**src/rtl/fpu_bus_iface_pkg.sv**
```systemverilog
// Shared types and constants for the fpu CPU-bus front end.
// Holds op codes, register map, STATUS bit positions and the interface FSM states.
package pa_fpu;

  typedef enum logic [3:0] {
    op_add = 4'd0,
    op_sub = 4'd1,
    op_mul = 4'd2,
    op_div = 4'd3
  } e_fpu_op;

  typedef enum logic {
    IDLE,
    RUN
  } e_fpu_if_state;

  localparam logic [3:0] FPU_REG_A0     = 4'd0;
  localparam logic [3:0] FPU_REG_B0     = 4'd4;
  localparam logic [3:0] FPU_REG_R0     = 4'd8;
  localparam logic [3:0] FPU_REG_CMD    = 4'd12;
  localparam logic [3:0] FPU_REG_STATUS = 4'd13;

  localparam int unsigned ST_BUSY     = 0;
  localparam int unsigned ST_DONE     = 1;
  localparam int unsigned ST_ERR      = 2;
  localparam int unsigned ST_FPU_BUSY = 3;

  function automatic bit op_code_valid(logic [3:0] code);
    return code <= 4'd3;
  endfunction

endpackage

```
**src/rtl/fpu_bus_iface_regfile.sv**
```systemverilog
// Byte-addressed A/B operand and R result storage with the byte read mux.
// R is loaded only as a whole word from the fpu result.
module fpu_bus_regfile
  import pa_fpu::*;
(
  input  logic        clk,
  input  logic        arst,
  input  logic        we,
  input  logic [3:0]  waddr,
  input  logic [7:0]  wdata,
  input  logic        cap,
  input  logic [31:0] cap_data,
  input  logic [3:0]  raddr,
  output logic [7:0]  rdata,
  output logic [31:0] a_word,
  output logic [31:0] b_word
);

  logic [31:0] a_q, b_q, r_q;
  logic [4:0]  wsel, rsel;

  assign wsel = {waddr[1:0], 3'b000};
  assign rsel = {raddr[1:0], 3'b000};

  always_ff @(posedge clk or posedge arst) begin
    if (arst) begin
      a_q <= '0;
      b_q <= '0;
      r_q <= '0;
    end else begin
      if (we) begin
        case (waddr[3:2])
          2'd0:    a_q[wsel +: 8] <= wdata;
          2'd1:    b_q[wsel +: 8] <= wdata;
          default: ;
        endcase
      end
      if (cap) r_q <= cap_data;
    end
  end

  always_comb begin
    rdata = 8'h00;
    case (raddr[3:2])
      2'd0:    rdata = a_q[rsel +: 8];
      2'd1:    rdata = b_q[rsel +: 8];
      2'd2:    rdata = r_q[rsel +: 8];
      default: rdata = 8'h00;
    endcase
  end

  assign a_word = a_q;
  assign b_word = b_q;

endmodule

```
**src/rtl/fpu_bus_iface.sv**
```systemverilog
// 8-bit CPU-bus front end for the fpu: operand assembly, op issue with timeout,
// result capture, STATUS flags and a level completion interrupt.
module fpu_bus_iface
  import pa_fpu::*;
#(
  parameter int unsigned TIMEOUT_CYCLES = 1024,
  parameter bit          IRQ_EN         = 1'b1
) (
  input  logic        clk,
  input  logic        arst,
  input  logic        cs,
  input  logic        wr,
  input  logic        rd,
  input  logic [3:0]  addr,
  input  logic [7:0]  data_in,
  output logic [7:0]  data_out,
  output logic        irq,
  output logic [31:0] fpu_a_operand,
  output logic [31:0] fpu_b_operand,
  output e_fpu_op     fpu_operation,
  output logic        fpu_start,
  input  logic [31:0] fpu_result,
  input  logic        fpu_cmd_end,
  input  logic        fpu_busy
);

  localparam int unsigned CntW = (TIMEOUT_CYCLES > 2) ? $clog2(TIMEOUT_CYCLES) : 1;
  localparam logic [CntW-1:0] CntLast = CntW'(TIMEOUT_CYCLES - 1);

  e_fpu_if_state   state_q, state_d;
  e_fpu_op         op_q, op_d;
  logic            start_q, start_d;
  logic            done_q, done_d;
  logic            err_q, err_d;
  logic            irq_q, irq_d;
  logic [CntW-1:0] cnt_q, cnt_d;
  logic            cap;
  logic            wr_en, rd_status, is_ab, is_cmd, rf_we;
  logic [7:0]      rf_rdata, status;

  assign wr_en     = cs & wr;
  assign rd_status = cs & rd & (addr == FPU_REG_STATUS);
  assign is_ab     = (addr < FPU_REG_R0);
  assign is_cmd    = (addr == FPU_REG_CMD);
  // Operands are frozen while an op is in flight.
  assign rf_we     = wr_en & is_ab & (state_q == IDLE);

  fpu_bus_regfile u_regfile (
    .clk      (clk),
    .arst     (arst),
    .we       (rf_we),
    .waddr    (addr),
    .wdata    (data_in),
    .cap      (cap),
    .cap_data (fpu_result),
    .raddr    (addr),
    .rdata    (rf_rdata),
    .a_word   (fpu_a_operand),
    .b_word   (fpu_b_operand)
  );

  always_ff @(posedge clk or posedge arst) begin
    if (arst) begin
      state_q <= IDLE;
      op_q    <= op_add;
      start_q <= 1'b0;
      done_q  <= 1'b0;
      err_q   <= 1'b0;
      irq_q   <= 1'b0;
      cnt_q   <= '0;
    end else begin
      state_q <= state_d;
      op_q    <= op_d;
      start_q <= start_d;
      done_q  <= done_d;
      err_q   <= err_d;
      irq_q   <= irq_d;
      cnt_q   <= cnt_d;
    end
  end

  // Read-clear is applied first so that any set in the same edge wins.
  always_comb begin
    state_d = state_q;
    op_d    = op_q;
    start_d = start_q;
    done_d  = done_q;
    err_d   = err_q;
    irq_d   = irq_q;
    cnt_d   = cnt_q;
    cap     = 1'b0;
    if (rd_status) begin
      done_d = 1'b0;
      err_d  = 1'b0;
      irq_d  = 1'b0;
    end
    unique case (state_q)
      IDLE: begin
        if (wr_en && is_cmd) begin
          if (op_code_valid(data_in[3:0])) begin
            op_d    = e_fpu_op'(data_in[3:0]);
            start_d = 1'b1;
            done_d  = 1'b0;
            cnt_d   = '0;
            state_d = RUN;
          end else begin
            err_d = 1'b1;
          end
        end
      end
      RUN: begin
        if (wr_en && (is_ab || is_cmd)) err_d = 1'b1;
        if (fpu_cmd_end) begin
          cap     = 1'b1;
          start_d = 1'b0;
          done_d  = 1'b1;
          irq_d   = IRQ_EN;
          state_d = IDLE;
        end else if (cnt_q == CntLast) begin
          start_d = 1'b0;
          err_d   = 1'b1;
          state_d = IDLE;
        end else begin
          cnt_d = cnt_q + 1'b1;
        end
      end
      default: state_d = IDLE;
    endcase
  end

  always_comb begin
    status              = 8'h00;
    status[ST_BUSY]     = (state_q != IDLE);
    status[ST_DONE]     = done_q;
    status[ST_ERR]      = err_q;
    status[ST_FPU_BUSY] = fpu_busy;
  end

  always_comb begin
    data_out = 8'h00;
    if (cs && rd) data_out = (addr == FPU_REG_STATUS) ? status : rf_rdata;
  end

  assign fpu_start     = start_q;
  assign fpu_operation = op_q;
  assign irq           = IRQ_EN ? irq_q : 1'b0;

endmodule

```
**config.mk**
```make
export PLATFORM = sky130hd
export DESIGN_NAME = fpu_bus_iface
export DESIGN_NICKNAME = d
export VERILOG_FILES = /design/src/rtl/fpu_bus_iface_pkg.sv /design/src/rtl/fpu_bus_iface_regfile.sv /design/src/rtl/fpu_bus_iface.sv
export SDC_FILE = /design/constraint.sdc
export NUM_CORES = 1
export LEC_CHECK = 0
export ABC_AREA = 1
export BUFFER_PORTS_ARGS = -buffer_cell sky130_fd_sc_hd__buf_2
export CAP_MARGIN = 25
export CORE_UTILIZATION = 49
export DETAILED_ROUTE_END_ITERATION = 8
export GPL_TIMING_DRIVEN = 0
export PLACE_DENSITY = 0.76
export SYNTH_ARGS = -nofsm -noshare
export SYNTH_HDL_FRONTEND = slang
export SYNTH_SLANG_ARGS = --single-unit
```
**constraint.sdc**
```tcl
create_clock -name clk -period 2.97 [get_ports clk]
set_input_delay 0.1485 -clock clk [delete_from_list [all_inputs] [get_ports clk]]
set_output_delay 0.1485 -clock clk [all_outputs]
set_load 0.005 [all_outputs]
```
==> flow_summary.ini <==
[final_layout]
antenna_cells = 0
regArea_um2 = 2880
fin_area_um2 = 7680
fillers = 968
final_util_pct = 66.4
layout-drive-gt1-share_pct = 21.8
nets = 996
multiInputGateArea_um2 = 2760
area.growth.synth_to_final_pct = 30.0
layout_commonest_cell = nand2_1
final_cell_mix = nand2_1 (282), buf_2 (134), dfrtp_1 (115)

[die]
dieArea_um2 = 12500
die_y_um = 112
io_pins = 129
rows = 39
die_w_um = 112
coreArea_um2 = 11600
start_util_pct = 51.1

[clocking]
clk_transition_reported_paths_ns = 0.05
clk_latency_ns = 0.42
htreeDepth = 4
cts_buffer_depth = 2
numCtsBuffers = 17
cts_sinks = 115
cts_tree = done
cts_root_buf = clkbuf_16

[logic_synthesis]
syn_area_um2 = 5910
synth_nets = 814
avgSynthCellArea_um2 = 7.85
synth-seq-cells = 115
yosys_warnings = 0
synth_top_area_share_pct = 48.7
synth_area_leaders = dfrtp_1 (49%), nand2_1 (18%), nand3_1 (7.2%)
synth_cell_types = 26
yosysSeqAreaShare_pct = 48.7
syn_inst = 752
yosys.area.top_type = dfrtp_1

[placement]
dpl-instance-area_um2 = 6770
dp_slack_ns = 0.178
dpl.hpwl_mm = 13.8
globalplace.congestion = 0.997
place.port_buffers = 128

[worst_setup_path]
cp_num_buf_inv = 6
crit_family = buffers and inverters
critPathLaunchType = input port
critPathMaxStageDelay_ns = 0.45
critPathCaptureType = register
crit_arrival_ns = 2.81
crit_type = in2reg
critPathMaxFanout = 11
worstPathCellList = buf_2 > clkbuf_1 > clkinv_1 > clkbuf_1 > ha_1 > inv_1 > clkbuf_1 > nand3_1 > nor2_1 > nand2_1 > nand2_1
slowest_stage = ha_1
cp.required_ns = 3.32
critPathMostFrequentCell = clkbuf_1

[sta]
hold_violations = 0
fin_setup_tns_ns = 0
skew_ns = 0.00579
worst_slew_pin_slew_ns = 0.801
rsz0062_at_grt = false
finalMaxSlewViolations = 0
hold_ws_ns = 0.0587
layout_setup_ws_ns = 0.516
period_minus_slack_ns = 2.45
maxSlewHeadroom_pct = 46.5
setup_violations = 0
fin_crit_sh_pct = 82.6
fmax_mhz = 407

[global_routing]
grt_max_degree = 42
grt_pass1_vias = 5683
gr-usage-all-layers_pct = 31.7
grt.overflow.total = 0
grt_pass1_wl_mm = 29.9
antenna_found_initial = 0

[power]
p_per_area_nw_per_um2 = 550
power_leakage_nw = 4.08
pwr-share-comb_pct = 11.5
p_int_mw = 3.17
peakVddDrop_mv = 0.388
p_sw_mw = 1.06
seq_power_share_pct = 41.1
p_clk_share_pct = 47.4
switching_share_pct = 25.0

[routing]
drc = 11
wl_per_cell_um = 17.6
routed_wl_mm = 19.2
via_per_inst = 5.40
via_count = 5883
firstDrtPassIters = 7
drt.antenna.violating_nets = 0
drt_iter0_markers = 645

[outcome]
status = complete, but fails checks
violations = design-rule violations

[min_path]
min_path_type = in2reg

[run]
cap_violations = 0
## what timing repair did
item                                   CTS  global route
setup buffers                            0             0
resized for setup                        0             0
hold buffers                            33             0
endpoints found under the hold margin   67             0
## Yosys cell counts (all sizes together)
library cell and number:
nand2 283, dfrtp 115, nand3 85, o21ai 76, nor2 52, mux2 32
inv 29, clkbuf 26, a21oi 20, ha 11, buf 10, nor3 3
clkinv 2, nand4 2, a21o 1, nand3b 1, o31ai 1, or2 1
xnor2 1, xor2 1
## state kept, by name, indices dropped and copies added (netlist names)
register	count
u_regfile.a_word	32
u_regfile.b_word	32
u_regfile.r_q	32
cnt_q	10
fpu_operation	4
done_q	1
err_q	1
fpu_start	1
irq	1
state_q	1
## stage by stage
stage / power (mW) / cells
6_report: 4.23 / 1090
5_1_grt: 4.38 / 1090
4_1_cts: 4.23 / 1090
3_5_place_dp: 2.20 / 1025
3_3_place_gp: 2.19 / 1023
2_1_floorplan: 2.00 / 752
## layout make-up
type | instances | area share, %
sequential | 115 | 37.5
clock inverter | 3 | 0.521
buffer | 36 | 1.96
inverter | 31 | 1.56
multi-input combinational | 570 | 36.0
clock buffer | 29 | 7.04
tap | 143 | 2.33
timing repair buffer | 163 | 13.2
## cells by family after synthesis
kind of cell | count (synthesis) | share of synthesized area [%]
buf+inv | 67 | 4.51
flops | 115 | 48.7
compound gates | 98 | 8.39
simple gates | 427 | 29.6
xor+xnor | 2 | 0.297
mux | 32 | 6.10
fa+ha+maj | 11 | 2.33
## per-layer routing
layer	wire (µm)	track usage [%]
met4	439	11.5
met3	1500	6.59
met2	8680	49.4
met1	8530	43.9
met5	0	0
## worst reg2reg max path: cells and delay by family, from the launching register on
| family | cells | cell delay [ns] |
|---|---|---|
| and+or+nand+nor | 5 | 0.79 |
| DFF | 1 | 0.36 |
| buffers and inverters | 1 | 0.22 |
| adders and majority gates | 1 | 0.16 |
| AOI/OAI and AO/OA | 1 | 0.08 |
## final timing paths
check	cells past startpoint	start	slack [ns]	to
max	11	addr[0]	0.52	u_regfile.b_word[25]
max reg2reg	8	cnt_q[0]	1.27	cnt_q[4]
min	4	fpu_cmd_end	0.06	cnt_q[6]
min in group asynchronous	3	arst	0.44	u_regfile.r_q[30]
max in group asynchronous	5	arst	1.59	cnt_q[4]
min reg2reg	2	irq	0.49	irq
## power groups by stage
stage          Clock (mW)  Combinational, mW  Sequential (mW)
2_1_floorplan           0              0.254             1.74
3_3_place_gp            0              0.430             1.76
3_5_place_dp            0              0.443             1.76
4_1_cts              2.01              0.481             1.73
5_1_grt              2.09              0.540             1.75
6_report             2.00              0.488             1.74
Note: power is estimated with default switching activity, not from simulation.
